### config.mk
export PLATFORM = sky130hd
export DESIGN_NAME = ac_unit
export DESIGN_NICKNAME = d
export VERILOG_FILES = /design/src/rtl/ac_pkg.sv /design/src/rtl/ac_mul_seq.sv /design/src/rtl/ac_unit.sv
export SDC_FILE = /design/constraint.sdc
export NUM_CORES = 1
export LEC_CHECK = 0
export BUFFER_PORTS_ARGS = -buffer_cell sky130_fd_sc_hd__buf_2
export CORE_MARGIN = 2
export CORE_UTILIZATION = 60
export DETAILED_ROUTE_END_ITERATION = 6
export GPL_ROUTABILITY_DRIVEN = 0
export PLACE_DENSITY = 0.76
export SYNTH_ARGS = -nofsm -noshare
export SYNTH_HDL_FRONTEND = slang
export SYNTH_SLANG_ARGS = --single-unit
### constraint.sdc
create_clock -name clk -period 3.7 [get_ports clk]
set_clock_uncertainty 0.2 [all_clocks]
set_input_delay 0.74 -clock clk [delete_from_list [all_inputs] [get_ports clk]]
set_output_delay 0.74 -clock clk [all_outputs]
set_load 0.005 [all_outputs]
### src/rtl/ac_pkg.sv
// Shared opcode encoding, FSM state and flag types for the accumulator unit.
package ac_pkg;

  typedef enum logic [3:0] {
    OP_NOP  = 4'd0,
    OP_LOAD = 4'd1,
    OP_ADD  = 4'd2,
    OP_SUB  = 4'd3,
    OP_INC  = 4'd4,
    OP_DEC  = 4'd5,
    OP_AND  = 4'd6,
    OP_OR   = 4'd7,
    OP_XOR  = 4'd8,
    OP_NOT  = 4'd9,
    OP_SHL  = 4'd10,
    OP_SHR  = 4'd11,
    OP_CLR  = 4'd12,
    OP_MUL  = 4'd13
  } op_t;

  typedef enum logic {
    ST_IDLE = 1'b0,
    ST_RUN  = 1'b1
  } state_t;

  typedef struct packed {
    logic z;
    logic c;
    logic n;
    logic v;
  } flags_t;

endpackage

### src/rtl/ac_mul_seq.sv
// Shift-add multiplier: one partial product per cycle, WIDTH cycles per multiply.
module ac_mul_seq
  import ac_pkg::*;
#(
  parameter int unsigned WIDTH = 10,
  parameter int unsigned CNT_W = $clog2(WIDTH + 1)
) (
  input  logic             clk,
  input  logic             clear,
  input  logic             start,
  input  logic [WIDTH-1:0] mcand_in,
  input  logic [WIDTH-1:0] mplier_in,
  output logic             busy,
  output logic             done,
  output logic             last_c,
  output logic [WIDTH-1:0] result_c,
  output logic             ovf_c
);

  localparam int unsigned PW = 2 * WIDTH;

  state_t           state;
  logic [PW-1:0]    mcand;
  logic [PW-1:0]    prod;
  logic [PW-1:0]    prod_nxt;
  logic [WIDTH-1:0] mplier;
  logic [CNT_W-1:0] cnt;

  // The final iteration's sum is forwarded so the result lands on the same edge.
  assign prod_nxt = mplier[0] ? (prod + mcand) : prod;
  assign busy     = (state == ST_RUN);
  assign last_c   = (state == ST_RUN) && (cnt == CNT_W'(1));
  assign result_c = prod_nxt[WIDTH-1:0];
  assign ovf_c    = |prod_nxt[PW-1:WIDTH];

  always_ff @(posedge clk or posedge clear) begin
    if (clear) begin
      state  <= ST_IDLE;
      mcand  <= '0;
      prod   <= '0;
      mplier <= '0;
      cnt    <= '0;
      done   <= 1'b0;
    end else begin
      done <= 1'b0;
      case (state)
        ST_IDLE: begin
          if (start) begin
            mcand  <= PW'(mcand_in);
            mplier <= mplier_in;
            prod   <= '0;
            cnt    <= CNT_W'(WIDTH);
            state  <= ST_RUN;
          end
        end
        ST_RUN: begin
          prod   <= prod_nxt;
          mcand  <= mcand << 1;
          mplier <= mplier >> 1;
          cnt    <= cnt - CNT_W'(1);
          if (cnt == CNT_W'(1)) begin
            state <= ST_IDLE;
            done  <= 1'b1;
          end
        end
        default: state <= ST_IDLE;
      endcase
    end
  end

endmodule

### src/rtl/ac_unit.sv
// Accumulator: opcode decode, single-cycle ALU, status flags and multiply write-back.
module ac_unit
  import ac_pkg::*;
#(
  parameter  int unsigned WIDTH = 10,
  localparam int unsigned CNT_W = $clog2(WIDTH + 1)
) (
  input  logic             clk,
  input  logic             clear,
  input  logic [WIDTH-1:0] in1,
  input  logic [3:0]       op,
  input  logic             re,
  output logic [WIDTH-1:0] out1,
  output logic             busy,
  output logic             done,
  output logic             flag_z,
  output logic             flag_c,
  output logic             flag_n,
  output logic             flag_v
);

  op_t              opc;
  flags_t           flags;
  flags_t           nflags;
  logic             accept;
  logic             mul_start;
  logic             mul_last;
  logic             mul_ovf;
  logic [WIDTH-1:0] mul_res;
  logic [WIDTH-1:0] opnd;
  logic [WIDTH:0]   sum;
  logic [WIDTH:0]   dif;
  logic [WIDTH-1:0] res;
  logic             wr;

  assign opc       = op_t'(op);
  assign accept    = re && !busy;
  assign mul_start = accept && (opc == OP_MUL);

  // INC/DEC share the adder and subtractor with a constant operand of one.
  assign opnd = ((opc == OP_INC) || (opc == OP_DEC)) ? WIDTH'(1) : in1;
  assign sum  = {1'b0, out1} + {1'b0, opnd};
  assign dif  = {1'b0, out1} - {1'b0, opnd};

  always_comb begin
    res    = out1;
    nflags = '0;
    wr     = accept;
    case (opc)
      OP_LOAD: res = in1;
      OP_ADD, OP_INC: begin
        res      = sum[WIDTH-1:0];
        nflags.c = sum[WIDTH];
        nflags.v = (out1[WIDTH-1] == opnd[WIDTH-1]) && (sum[WIDTH-1] != out1[WIDTH-1]);
      end
      OP_SUB, OP_DEC: begin
        res      = dif[WIDTH-1:0];
        nflags.c = dif[WIDTH];
        nflags.v = (out1[WIDTH-1] != opnd[WIDTH-1]) && (dif[WIDTH-1] != out1[WIDTH-1]);
      end
      OP_AND: res = out1 & in1;
      OP_OR:  res = out1 | in1;
      OP_XOR: res = out1 ^ in1;
      OP_NOT: res = ~out1;
      OP_SHL: begin
        res      = {out1[WIDTH-2:0], 1'b0};
        nflags.c = out1[WIDTH-1];
      end
      OP_SHR: begin
        res      = {1'b0, out1[WIDTH-1:1]};
        nflags.c = out1[0];
      end
      OP_CLR: res = '0;
      default: wr = 1'b0;  // NOP, MUL start and undefined opcodes leave state alone
    endcase
    // Multiply completion only occurs while busy, so it never collides with an accepted op.
    if (mul_last) begin
      res      = mul_res;
      nflags.c = mul_ovf;
      nflags.v = 1'b0;
      wr       = 1'b1;
    end
    nflags.z = (res == '0);
    nflags.n = res[WIDTH-1];
  end

  always_ff @(posedge clk or posedge clear) begin
    if (clear) begin
      out1  <= '0;
      flags <= '0;
    end else if (wr) begin
      out1  <= res;
      flags <= nflags;
    end
  end

  assign flag_z = flags.z;
  assign flag_c = flags.c;
  assign flag_n = flags.n;
  assign flag_v = flags.v;

  ac_mul_seq #(
    .WIDTH (WIDTH),
    .CNT_W (CNT_W)
  ) u_mul (
    .clk       (clk),
    .clear     (clear),
    .start     (mul_start),
    .mcand_in  (out1),
    .mplier_in (in1),
    .busy      (busy),
    .done      (done),
    .last_c    (mul_last),
    .result_c  (mul_res),
    .ovf_c     (mul_ovf)
  );

endmodule

[Yosys cells after proc, flatten, opt, wreduce, memory -nomap -nowiden]
Index checks and enable logic that the tools add are counted.
Word-level totals
  register bits after elaboration: 70
  word-level logic and storage cells: 74
  output and inout bits: 16
  input port bits: 17
Cells by class
  muxes and demuxes: 23
  bitwise logic cells: 5
  equality and inequality tests: 19
  reduce and logical (&&, ||, !) cells: 12
  $add $sub $neg: 4
Operators by type and width (number)
  10-bit case mux with 10 select lines: 1
  20-bit case mux with 2 select lines: 2
  20-bit two-way mux: 3
  10-bit two-way mux: 3
  4-bit equality test (second input constant): 6
  20-bit adder: 1
  10-bit case mux with 2 select lines: 1
  4-bit by 3-bit equality test with 1-bit output (second input constant): 4
  12-bit OR reduction: 1
  10-bit by 10-bit adder with 11-bit output: 1
  10-bit by 10-bit subtractor with 11-bit output: 1
  10-bit AND: 1
  10-bit logical NOT: 1
  10-bit NOT: 1
  10-bit bitwise OR: 1
  10-bit OR reduction: 1
  10-bit XOR: 1
  4-bit by 1-bit equality test with 1-bit output (second input constant): 2
  4-bit by 2-bit equality test with 1-bit output (second input constant): 2
  1-bit two-way mux: 8
  4-bit case mux with 2 select lines: 1
  1-bit logical AND: 5
  4-bit two-way mux: 1
  1-bit case mux with 2 select lines: 2
  9 further kinds: 12

[Logic depth before layout (Yosys ltp)]
Gate-level depths: netlist of run 1.
  depth after elaboration: 8
  mapped depth: 16
  mapped depth without buffers: 14

[Modules after synthesis]
Synthesis of run 1 repeated with hierarchy kept, for this count alone.
Unflattened totals
  cells, all modules: 800
  area, all modules: 6488.7 um^2
By module, submodules not included
  ac_mul_seq: sequential area each 1401.3 um^2, times used 1, cells an instance 391, area an instance 3542.1 um^2
  ac_unit: sequential area each 325.3 um^2, times used 1, cells an instance 409, area an instance 2946.6 um^2

[Least setup slack after synthesis of run 1]
Ideal clock, no wire load.
  kind: input-to-reg
  from: in op[1]
  to: reg flags, in the netlist flag_z
  stages on the path: 15
  data arrival time: 3.673 ns
  library setup time: 0.103 ns
  required time: 3.397 ns
  slack: -0.277 ns
  path buffers: 3
  cells stage by stage: buf_2 clkbuf_1 nand2b_1 clkbuf_1 nand2_1 ha_1 fa_1 nand3b_1 a21oi_1 o21ai_0 nand3b_1 a22oi_1 a2111oi_2 nand4_1 o41ai_2
On the way
  word-level cells in the longest chain between the ends: 7
  elaborated cells between the ends (all ways): 24
  those cells by class: add/sub: 2; eq/ne: 12; mux: 5; reduce/logical: 5
Ends and longest elaborated chain
  start, declared: line ac_unit.sv:11  | input logic [3:0] op,
  4-bit by 3-bit equality test with 1-bit output: line ac_unit.sv:41, ac_unit.sv:49
  1-bit logical OR: line ac_unit.sv:41  | assign opnd = ((opc == OP_INC) || (opc == OP_DEC)) ? WIDTH'(1) : in1;
  10-bit two-way mux: line ac_unit.sv:41
  10-bit by 10-bit subtractor with 11-bit output or 10-bit by 10-bit adder with 11-bit output (tied branches): line ac_unit.sv:43, ac_unit.sv:42
  10-bit case mux with 10 select lines: line ac_unit.sv:49  | case (opc)
  10-bit two-way mux: line ac_unit.sv:77  | if (mul_last) begin
  10-bit logical NOT: line ac_unit.sv:83  | nflags.z = (res == '0);
  end signal, assigned: line ac_unit.sv:93  | flags <= nflags;
  end, declared: line ac_unit.sv:23  | flags_t flags;
Parallel ways exist; a longest one is shown, timed or not.
A chain may end at the register's enable or synchronous reset.

[Worst setup path in the final report of run 1]
  from: in op[2]
  to: reg out1[7]
On the way
  word-level cells in the longest chain between the ends: 6
  elaborated cells between the ends (all ways): 23
  those cells by class: add/sub: 2; eq/ne: 12; mux: 5; reduce/logical: 4
Ends and longest elaborated chain
  4-bit by 3-bit equality test with 1-bit output: line ac_unit.sv:41, ac_unit.sv:49
  1-bit logical OR: line ac_unit.sv:41
  10-bit two-way mux: line ac_unit.sv:41
  10-bit by 10-bit subtractor with 11-bit output or 10-bit by 10-bit adder with 11-bit output (tied branches): line ac_unit.sv:43, ac_unit.sv:42
  10-bit case mux with 10 select lines: line ac_unit.sv:49
  10-bit two-way mux: line ac_unit.sv:77
  end signal, assigned: line ac_unit.sv:92  | out1 <= res;
  end, declared: line ac_unit.sv:13  | output logic [WIDTH-1:0] out1,
Parallel ways exist; a longest one is shown, timed or not.

==> results of run 1 <==
## worst max-delay path by stage
| stage | from | to | cells after the start |
|---|---|---|---|
| 2_1_floorplan | op[1] | flag_z$_DFFE_PP0P_ | 15 |
| 3_3_place_gp | op[2] | out1[7]$_DFFE_PP0P_ | 14 |
| 3_5_place_dp | op[2] | flag_z$_DFFE_PP0P_ | 14 |
| 4_1_cts | op[2] | flag_z$_DFFE_PP0P_ | 14 |
| 5_1_grt | op[2] | flag_z$_DFFE_PP0P_ | 14 |
| 6_report | op[2] | out1[7]$_DFFE_PP0P_ | 14 |
## placed cells by master (no fill, tap or decap), types with 7 or more instances in the layout
cell type / netlist / layout
sky130_fd_sc_hd__a21oi_1: 49 / 48
sky130_fd_sc_hd__a22oi_1: 7 / 7
sky130_fd_sc_hd__o211ai_1: 11 / 11
sky130_fd_sc_hd__ha_1: 64 / 64
sky130_fd_sc_hd__and3_1: 9 / 9
sky130_fd_sc_hd__clkbuf_8: 0 / 9
sky130_fd_sc_hd__dfrtp_1: 69 / 69
sky130_fd_sc_hd__buf_4: 3 / 32
sky130_fd_sc_hd__nor2_1: 63 / 63
sky130_fd_sc_hd__nor2b_1: 18 / 17
sky130_fd_sc_hd__nand4_1: 12 / 12
sky130_fd_sc_hd__buf_2: 11 / 32
sky130_fd_sc_hd__nor3_1: 13 / 13
sky130_fd_sc_hd__o22ai_1: 23 / 23
sky130_fd_sc_hd__xnor2_1: 10 / 10
sky130_fd_sc_hd__mux2i_1: 11 / 11
sky130_fd_sc_hd__a21o_1: 13 / 13
sky130_fd_sc_hd__nand2_1: 91 / 91
sky130_fd_sc_hd__o21ai_1: 34 / 34
sky130_fd_sc_hd__a32o_1: 9 / 9
sky130_fd_sc_hd__inv_1: 52 / 51
sky130_fd_sc_hd__nand2b_1: 15 / 15
sky130_fd_sc_hd__a211oi_1: 20 / 20
sky130_fd_sc_hd__o31ai_1: 9 / 9
sky130_fd_sc_hd__o21ai_0: 28 / 28
sky130_fd_sc_hd__nand3_1: 22 / 22
## cell usage after synthesis (3+ instances only)
library cell | count | area, um^2
sky130_fd_sc_hd__a221o_1 | 3 | 30.0
sky130_fd_sc_hd__nand3b_1 | 6 | 45.0
sky130_fd_sc_hd__a221oi_1 | 4 | 35.0
sky130_fd_sc_hd__ha_1 | 64 | 801
sky130_fd_sc_hd__nand2_1 | 91 | 342
sky130_fd_sc_hd__o21ai_0 | 28 | 140
sky130_fd_sc_hd__xnor2_1 | 10 | 87.6
sky130_fd_sc_hd__a211o_1 | 6 | 52.6
sky130_fd_sc_hd__buf_4 | 3 | 22.5
sky130_fd_sc_hd__buf_2 | 11 | 55.1
sky130_fd_sc_hd__o22ai_1 | 23 | 144
sky130_fd_sc_hd__clkbuf_1 | 32 | 120
sky130_fd_sc_hd__a32o_1 | 9 | 90.1
sky130_fd_sc_hd__inv_1 | 52 | 195
sky130_fd_sc_hd__o21ai_1 | 34 | 170
sky130_fd_sc_hd__nor4_1 | 6 | 37.5
sky130_fd_sc_hd__dfrtp_1 | 69 | 1730
sky130_fd_sc_hd__a41oi_1 | 3 | 26.3
sky130_fd_sc_hd__o211ai_1 | 11 | 82.6
sky130_fd_sc_hd__nand2b_1 | 15 | 93.8
sky130_fd_sc_hd__a211oi_1 | 20 | 150
sky130_fd_sc_hd__o31ai_1 | 9 | 67.6
sky130_fd_sc_hd__a21o_1 | 13 | 97.6
sky130_fd_sc_hd__mux2_1 | 4 | 45.0
sky130_fd_sc_hd__nor3_1 | 13 | 65.1
sky130_fd_sc_hd__or3_1 | 3 | 18.8
sky130_fd_sc_hd__nand4_1 | 12 | 75.1
sky130_fd_sc_hd__and3_1 | 9 | 56.3
sky130_fd_sc_hd__a21oi_1 | 49 | 245
sky130_fd_sc_hd__mux2i_1 | 11 | 110
sky130_fd_sc_hd__xor2_1 | 5 | 43.8
sky130_fd_sc_hd__nor2_1 | 63 | 236
sky130_fd_sc_hd__o211a_1 | 3 | 30.0
sky130_fd_sc_hd__a31oi_1 | 6 | 37.5
sky130_fd_sc_hd__o32ai_1 | 3 | 26.3
sky130_fd_sc_hd__a22oi_1 | 7 | 52.6
sky130_fd_sc_hd__mux2_2 | 3 | 33.8
sky130_fd_sc_hd__nand3_1 | 22 | 110
sky130_fd_sc_hd__or4_1 | 3 | 22.5
sky130_fd_sc_hd__nor3b_1 | 3 | 22.5
sky130_fd_sc_hd__fa_1 | 3 | 60.1
sky130_fd_sc_hd__nor2b_1 | 18 | 113
## power by group through the flow
stage	sequential (mW)	combinational [mW]	clock [mW]
CTS	1.46	3.94	0.775
detailed placement	1.47	3.90	0
global placement	1.45	3.76	0
global route	1.51	4.46	0.805
floorplan	1.36	2.96	0
finish	1.47	4.02	0.768
## metal layers
layer  GRT usage  vias up  routed length [um]
met3      0.0826       60                2090
met5           0        -                   0
met1       0.492     3082                8400
met4       0.131        0                 563
met2       0.524      388                8660
li1            -     3038                   -
## flip-flops by register name (all words and copies together) (netlist names)
name,count
out1,10
u_mul.mplier,10
flag_c,1
u_mul.busy,1
flag_z,1
flag_v,1
u_mul.done,1
u_mul.cnt,4
u_mul.prod,20
u_mul.mcand,20
## logic make-up after synthesis
kind of cell,after synthesis
AND/OR/NAND/NOR,280
AO/OA/AOI/OAI,263
buffers and inverters,103
flip-flops,69
adder cells (fa/ha/maj),67
multiplexers,19
XOR/XNOR,15
## per-stage QoR
stage	power [mW]	cells	hold WS, ns	instance area (um^2)
2_1_floorplan	4.33	816	0.246	6550
3_3_place_gp	5.21	972	0.258	6900
3_5_place_dp	5.37	972	0.292	6900
4_1_cts	6.17	987	0.257	7130
5_1_grt	6.77	987	0.297	7130
6_report	6.26	987	0.241	7130
## cell type report
class	count	area, um^2
fillers	913	3570
repair buffers	64	400
clock inverters	6	111
flip-flops and latches	69	1730
clock buffers	9	124
multi-input cells	644	4390
inverters	55	206
well taps	140	175
==> results.py, run 1 <==
metrics = {
    "cts": {
        "cts_root_buffer": "sky130_fd_sc_hd__clkbuf_8",
        "cts-resized-gates": 0,
        "clk_latency_ns": 0.37,
        "hold_buffer_count_at_cts": 0,
        "clkSlewWorstSetupHoldPaths_ns": 0.08,
        "clock_tree_from_tritoncts": "yes",
        "post-cts-setup-buffer-count": 0,
        "cts-buffers-inserted": 9,
        "worst_case_clock_buffer_depth": 2,
        "clock_sinks": 69,
        "ctsHtreeMaxLevel": 3,
    },
    "detailed_routing": {
        "routed-via-count": 6568,
        "vias_per_cell": 6.65,
        "detailedRoute.firstPassIterationCount": 5,
        "initialDrtViolationCount": 672,
        "drc": 0,
        "route.detailed.wl_per_inst_um": 20.0,
        "postRouteWirelength_um": 19700,
        "ant_nets": 0,
    },
    "worst_setup_path": {
        "worstPathMaxFanout": 4,
        "crit_path_max_incr_delay_ns": 0.55,
        "r2r_end": "flag_c$_DFFE_PP0P_",
        "rr_worst_depth": 10,
        "worst_r2r_startpoint": "u_mul.mcand[0]$_DFFE_PP0P_",
        "capturing_element_type_of_the_critical_path": "register",
        "worstPathArrival_ns": 3.61,
        "r2r_setup_slk_ns": 0.28,
        "worstPathRequired_ns": 3.81,
        "critical_path.n_buffers_inverters": 2,
        "path_class": "in -> reg",
        "path_cells": "buf_2 -> nor2b_4 -> nand2b_1 -> buf_4 -> nand2_1 -> ha_1 -> nand3_1 -> o21ba_2 -> nor3_1 -> a2111oi_0 -> o31ai_1 -> a31oi_1 -> a21boi_1 -> mux2_2",
        "critical_path.slowest_cell": "sky130_fd_sc_hd__a2111oi_0",
        "setup.worst_path.start_class": "input port",
        "cpLargestDelayFamily": "compound AO/OA/AOI/OAI gates",
    },
    "logic_synthesis": {
        "synth_area_um2": 6520,
        "synth-warning-count": 0,
        "synth-simple-area-share": 0.211,
        "synthXorXnorAreaFrac": 0.0202,
        "syn_avg_cell_area_um2": 7.99,
        "muxShareOfSynthArea": 0.0325,
        "number_of_synthesized_flops_with_an_enable_pin": 0,
        "postSynthRegisterBits": 69,
        "postSynthNetCount": 900,
        "postSynth.topFlopCell": "sky130_fd_sc_hd__dfrtp_1",
        "synth_top_family_by_area": "compound AO/OA/AOI/OAI gates",
        "synthAdderAreaFrac": 0.132,
        "compound_gate_portion_of_the_synthesized_area": 0.275,
        "synthCells": 816,
        "yosysUniqueCellTypes": 83,
        "asyncSetResetFlopFracSynth": 1.00,
        "ys_seq_area_frac": 0.265,
    },
    "timing": {
        "fin_hold_viols": 0,
        "setup_violations": 0,
        "tns_ns": 0,
        "max-slew-margin-rel": 0.399,
        "layout_worst_path_cycle_share": 0.945,
        "tightest_slew_ns": 0.895,
        "finalCriticalPeriod_ns": 3.50,
        "rsz0062_at_grt": "no",
        "slew_violations": 0,
        "fmaxAchievable_mhz": 286,
        "post-route-worst-setup-slack_ns": 0.204,
    },
    "global_routing": {
        "global_route_wire_length_before_repair_um": 31900,
        "antenna_found_initial": 0,
        "pin_count_of_the_biggest_net_entering_global_routing": 44,
        "first_global_vias": 6239,
        "globalRoute.totalOverflow": 0,
        "global_route_usage_over_all_layers": 0.350,
    },
    "cells_and_area": {
        "layout-area-overhead-vs-synth_pct": 9.45,
        "fin_util": 0.667,
        "drive_above_1_share": 0.116,
        "nets": 927,
        "n_antenna_cell": 0,
    },
    "place": {
        "portBuffers": 32,
        "placement.setup.worst_slack_ns": -0.115,
        "dpl.hpwl_um": 14500,
    },
    "power": {
        "clockPowerShare": 0.123,
        "combPwrFrac": 0.642,
        "power.share.sequential": 0.236,
        "power.ir.vdd_worst_v": 0.000638,
        "power.switching_mw": 3.09,
        "power-per-cell-area_nw_per_um2": 878,
        "leakage_nw": 3.29,
        "power_report.internal_total_mw": 3.17,
        "sw_frac_of_total": 0.494,
    },
    "floorplan": {
        "num_rows": 38,
        "core_region_area_um2": 10700,
        "die_area_um2": 11700,
        "chipWidth_um": 108,
        "initial_core_util": 0.609,
        "ioPinCount": 33,
        "die-height_um": 108,
    },
    "outcome": {
        "run_status": "complete, no violations",
    },
    "min_path": {
        "timing.hold.worst.class": "in -> async",
    },
    "job": {
        "max-cap-violations": 0,
    },
}
No activity file was read; power rests on OpenSTA's default activity.
==> run 2, diff against run 1 <==
BUFFER_PORTS_ARGS = not set   (was -buffer_cell sky130_fd_sc_hd__buf_2)
DONT_BUFFER_PORTS = 1   (was not set)
PLACE_DENSITY = 0.74   (was 0.76)
==> results.py, run 2 (synthesis gave the netlist of run 1 again) <==
metrics = {
    "detailed_routing": {
        "drc": 0,
        "ant_nets": 0,
        "detailedRoute.firstPassIterationCount": 6,
        "route.detailed.wl_per_inst_um": 20.2,
        "routed-via-count": 6360,
        "vias_per_cell": 6.74,
        "postRouteWirelength_um": 19100,
        "initialDrtViolationCount": 649,
    },
    "place": {
        "placement.setup.worst_slack_ns": -0.0110,
        "dpl.hpwl_um": 14100,
        "portBuffers": 0,
    },
    "power": {
        "fin_total_pwr_mw": 6.01,
        "leakage_nw": 3.09,
        "power.switching_mw": 3.01,
        "sw_frac_of_total": 0.502,
        "clockPowerShare": 0.104,
        "power.share.sequential": 0.246,
        "combPwrFrac": 0.650,
        "power-per-cell-area_nw_per_um2": 876,
        "power.ir.vdd_worst_v": 0.000610,
        "power_report.internal_total_mw": 2.99,
    },
    "cts": {
        "cts-resized-gates": 0,
        "cts_root_buffer": "sky130_fd_sc_hd__clkbuf_8",
        "worst_case_clock_buffer_depth": 2,
        "clock_sinks": 69,
        "clkSlewWorstSetupHoldPaths_ns": 0.08,
        "post-cts-setup-buffer-count": 0,
        "clk_latency_ns": 0.35,
        "cts-buffers-inserted": 9,
        "hold_buffer_count_at_cts": 0,
        "clock_tree_from_tritoncts": "yes",
        "ctsHtreeMaxLevel": 3,
    },
    "cells_and_area": {
        "nets": 884,
        "most-common-layout-cells": "sky130_fd_sc_hd__nand2_1 (91), sky130_fd_sc_hd__dfrtp_1 (69), sky130_fd_sc_hd__ha_1 (64)",
        "layout_commonest_cell": "sky130_fd_sc_hd__nand2_1",
        "drive_above_1_share": 0.0684,
        "layout-area-overhead-vs-synth_pct": 5.17,
        "fin_util": 0.641,
        "largest_registers": "u_mul.mcand x20, u_mul.prod x20",
        "n_antenna_cell": 0,
    },
    "floorplan": {
        "chipWidth_um": 108,
        "initial_core_util": 0.609,
        "num_rows": 38,
        "core_region_area_um2": 10700,
        "die-height_um": 108,
        "ioPinCount": 33,
        "die_area_um2": 11700,
    },
    "worst_setup_path": {
        "critical_path.slowest_cell": "sky130_fd_sc_hd__ha_1",
        "crit_path_frequent_cell": "sky130_fd_sc_hd__a211oi_1",
        "crit_path_max_incr_delay_ns": 0.36,
        "path_class": "in -> reg",
        "cpLargestDelayFamily": "compound AO/OA/AOI/OAI gates",
        "cp_num_cells": 13,
        "rr_worst_depth": 10,
        "critical_path.n_buffers_inverters": 1,
        "worstPathArrival_ns": 3.49,
        "capturing_element_type_of_the_critical_path": "register",
        "worstPathMaxFanout": 27,
        "setup.worst_path.start_class": "input port",
        "worstPathRequired_ns": 3.75,
        "path_cells": "nor2b_4 -> nand2b_1 -> buf_4 -> nand2_1 -> ha_1 -> or2_0 -> a211oi_1 -> o22ai_1 -> o311ai_1 -> mux2_1 -> o211a_1 -> a211oi_1 -> o41ai_2",
    },
    "timing": {
        "setup_violations": 0,
        "post-route-worst-setup-slack_ns": 0.267,
        "fmaxAchievable_mhz": 291,
        "layout_worst_path_cycle_share": 0.928,
        "fin_hold_viols": 0,
        "rsz0062_at_grt": "no",
        "tns_ns": 0,
        "tightest_slew_ns": 0.952,
        "finalCriticalPeriod_ns": 3.43,
        "max-slew-margin-rel": 0.361,
        "slew_violations": 0,
    },
    "global_routing": {
        "globalRoute.totalOverflow": 0,
        "pin_count_of_the_biggest_net_entering_global_routing": 70,
        "first_global_vias": 6051,
        "antenna_found_initial": 0,
        "global_route_usage_over_all_layers": 0.343,
        "global_route_wire_length_before_repair_um": 31200,
    },
    "min_path": {
        "timing.hold.worst.class": "reg -> reg",
        "worstHoldPathCells": 1,
    },
    "outcome": {
        "run_status": "complete, no violations",
    },
    "job": {
        "max-cap-violations": 0,
    },
}
-- run 2: changes by cell type in the layout (fill, tap and decap cells not counted) --
| cell | delta |
|---|---|
| sky130_fd_sc_hd__clkbuf_8 | +2 |
| sky130_fd_sc_hd__clkinv_2 | +1 |
| sky130_fd_sc_hd__inv_6 | -1 |
| sky130_fd_sc_hd__buf_4 | -11 |
| sky130_fd_sc_hd__bufinv_16 | -2 |
| sky130_fd_sc_hd__buf_2 | -32 |
-- run 2: worst reg2reg max path, delay by kind of cell, from the launching register on --
family          cells  cell delay [ns]
fa+ha+maj           2             0.76
flops               1             0.40
compound gates      4             0.82
simple gates        4             0.98
-- run 2: area by class of cell --
cell class,count,area [um^2]
clock buffer,11,151
sequential,69,1730
fill,952,3840
inverter,55,206
tap,140,175
timing repair buffer,21,158
clock inverter,4,47.5
multi-input combinational,644,4390
-- run 2: worst paths after layout --
kind / slack (ns) / end / startpoint
worst max-delay path: 0.27 / flag_z$_DFFE_PP0P_ / op[2]
worst min-delay path: 0.27 / u_mul.cnt[3]$_DFFE_PP0P_ / u_mul.cnt[3]$_DFFE_PP0P_
worst max register to register: 0.41 / flag_c$_DFFE_PP0P_ / u_mul.prod[0]$_DFFE_PP0P_
worst min register to register: 0.27 / u_mul.cnt[3]$_DFFE_PP0P_ / u_mul.cnt[3]$_DFFE_PP0P_
max in group asynchronous: 2.39 / u_mul.mplier[5]$_DFFE_PP0P_ / clear
min in group asynchronous: 0.34 / out1[7]$_DFFE_PP0P_ / clear
-- run 2: through the flow --
step	hold WS, ns	cell area [um^2]	instances
after floorplan	0.246	6550	816
after global placement	0.259	6650	929
after detailed placement	0.273	6650	929
after CTS	0.282	6850	944
after global routing	0.326	6850	944
final	0.275	6850	944
-- run 2: routing by layer --
layer,track usage,vias to the layer above,routed length [um]
met5,0,-,0
met4,0.122,0,451
met3,0.0983,47,2020
met2,0.491,347,8230
met1,0.492,2996,8380
li1,-,2970,-
-- run 2: power groups by stage --
stage / clock network, mW / logic, mW / registers, mW
after CTS: 0.638 / 3.83 / 1.46
after global routing: 0.678 / 4.33 / 1.52
final: 0.624 / 3.91 / 1.48
after detailed placement: 0 / 3.80 / 1.47
after global placement: 0 / 3.68 / 1.45
after floorplan: 0 / 2.96 / 1.36
==> run 3, diff against run 2 <==
REMOVE_ABC_BUFFERS = 1   (was not set)
==> results.py, run 3 (synthesis gave the netlist of run 1 again) <==
metrics = {
    "outcome": {
        "run_status": "complete, no violations",
    },
    "power": {
        "power-per-cell-area_nw_per_um2": 878,
        "combPwrFrac": 0.647,
        "power.switching_mw": 2.97,
        "fin_total_pwr_mw": 6.07,
        "power.share.sequential": 0.239,
        "power_report.internal_total_mw": 3.10,
        "clockPowerShare": 0.115,
        "power.ir.vdd_worst_v": 0.000475,
        "leakage_nw": 3.13,
        "sw_frac_of_total": 0.489,
    },
    "cts": {
        "clock_sinks": 69,
        "cts-buffers-inserted": 9,
        "clock_tree_from_tritoncts": "yes",
        "clkSlewWorstSetupHoldPaths_ns": 0.07,
        "cts_root_buffer": "sky130_fd_sc_hd__clkbuf_8",
        "post-cts-setup-buffer-count": 0,
        "clk_latency_ns": 0.36,
        "ctsHtreeMaxLevel": 3,
        "worst_case_clock_buffer_depth": 2,
        "hold_buffer_count_at_cts": 0,
    },
    "timing": {
        "layout_worst_path_cycle_share": 0.929,
        "setup_violations": 0,
        "max-slew-margin-rel": 0.348,
        "slew_violations": 0,
        "finalCriticalPeriod_ns": 3.44,
        "tightest_slew_ns": 0.969,
        "fmaxAchievable_mhz": 291,
        "tns_ns": 0,
        "rsz0062_at_grt": "no",
        "fin_hold_viols": 0,
        "post-route-worst-setup-slack_ns": 0.263,
    },
    "worst_setup_path": {
        "worstPathRequired_ns": 3.76,
        "crit_path_max_incr_delay_ns": 0.46,
        "cpLargestDelayFamily": "compound AO/OA/AOI/OAI gates",
        "worstPathArrival_ns": 3.49,
        "critical_path.n_buffers_inverters": 0,
        "setup.worst_path.start_class": "input port",
        "capturing_element_type_of_the_critical_path": "register",
        "worstPathMaxFanout": 27,
        "critical_path.slowest_cell": "sky130_fd_sc_hd__a2111oi_2",
        "worst_r2r_startpoint": "u_mul.prod[0]$_DFFE_PP0P_",
        "crit_path_frequent_cell": "sky130_fd_sc_hd__nand3b_1",
        "r2r_setup_slk_ns": 0.42,
        "rr_worst_depth": 10,
        "path_cells": "nor2b_1 -> nand2b_1 -> nand2_1 -> ha_1 -> fa_1 -> nand3b_1 -> a21oi_1 -> o21ai_0 -> nand3b_1 -> a22oi_1 -> a2111oi_2 -> nand4_1 -> o41ai_2",
        "r2r_end": "flag_c$_DFFE_PP0P_",
        "path_class": "in -> reg",
    },
    "min_path": {
        "timing.hold.worst.class": "in -> async",
    },
    "detailed_routing": {
        "route.detailed.wl_per_inst_um": 19.7,
        "drc": 0,
        "highest_layer": "met4",
        "detailedRoute.firstPassIterationCount": 7,
        "met2_wirelength_um": 8300,
        "ant_nets": 0,
        "postRouteWirelength_um": 18700,
        "vias_per_cell": 6.70,
        "met3_wirelength_um": 1730,
        "route.layer.met1.wl_um": 8300,
        "routed-via-count": 6365,
        "initialDrtViolationCount": 706,
    },
    "global_routing": {
        "global_route_usage_over_all_layers": 0.331,
        "first_global_vias": 5974,
        "pin_count_of_the_biggest_net_entering_global_routing": 49,
        "global_route_wire_length_before_repair_um": 30600,
        "globalRoute.totalOverflow": 0,
        "antenna_found_initial": 0,
    },
    "cells_and_area": {
        "most-common-layout-cells": "sky130_fd_sc_hd__nand2_1 (91), sky130_fd_sc_hd__dfrtp_1 (69), sky130_fd_sc_hd__ha_1 (64)",
        "layout_commonest_cell": "sky130_fd_sc_hd__nand2_1",
        "drive_above_1_share": 0.0716,
        "layout-area-overhead-vs-synth_pct": 5.97,
        "n_antenna_cell": 0,
        "nets": 889,
        "largest_registers": "u_mul.mcand x20, u_mul.prod x20",
        "post_layout_nonfiller_instances": 950,
        "fin_util": 0.645,
    },
    "floorplan": {
        "die-height_um": 108,
        "chipWidth_um": 108,
        "core_region_area_um2": 10700,
        "num_rows": 38,
        "initial_core_util": 0.609,
        "ioPinCount": 33,
        "die_area_um2": 11700,
    },
    "place": {
        "placement.setup.worst_slack_ns": -0.0519,
        "dpl.hpwl_um": 13900,
        "portBuffers": 0,
        "dpl_cells": 934,
    },
    "job": {
        "max-cap-violations": 0,
    },
}
-- run 3: final cells by class --
type	count	area, um^2
clock buffers	12	155
clock inverters	4	70.1
fillers	906	3790
inverters	55	206
multi-input cells	644	4380
flip-flops and latches	69	1730
well taps	140	175
repair buffers	26	195
-- run 3: worst max path at each step --
stage | startpoint | end | slack (ns) | depth (start not counted)
6_report | op[2] | flag_z$_DFFE_PP0P_ | 0.26 | 13
5_1_grt | op[2] | flag_z$_DFFE_PP0P_ | 0.02 | 13
4_1_cts | op[2] | flag_z$_DFFE_PP0P_ | 0.31 | 13
3_5_place_dp | op[2] | flag_z$_DFFE_PP0P_ | -0.05 | 13
3_3_place_gp | op[2] | flag_z$_DFFE_PP0P_ | 0.06 | 14
2_1_floorplan | op[2] | flag_z$_DFFE_PP0P_ | 0.08 | 13
-- run 3: repair_timing --
item,4_1_cts,5_1_grt
endpoints found under the setup margin,0,1
endpoints found under the hold margin,0,0
resized for setup,0,1
-- run 3: layer usage --
layer,track usage,up-vias
li1,-,2981
met1,0.469,3017
met2,0.506,326
met3,0.0778,41
met4,0.0934,0
met5,0,-
-- run 3: power by group through the flow --
| stage | Clock (mW) | Combinational [mW] | Sequential [mW] |
|---|---|---|---|
| final | 0.695 | 3.92 | 1.45 |
| after global routing | 0.735 | 4.36 | 1.49 |
| after CTS | 0.709 | 3.84 | 1.44 |
| after detailed placement | 0 | 3.82 | 1.45 |
| after global placement | 0 | 3.69 | 1.44 |
| after floorplan | 0 | 2.76 | 1.45 |
-- run 3: stage by stage --
| step | hold slack [ns] | instance area, um^2 |
|---|---|---|
| detailed placement | 0.280 | 6670 |
| CTS | 0.0533 | 6900 |
| global placement | 0.270 | 6670 |
| floorplan | 0.246 | 6300 |
| finish | 0.0569 | 6910 |
| global route | 0.0777 | 6910 |
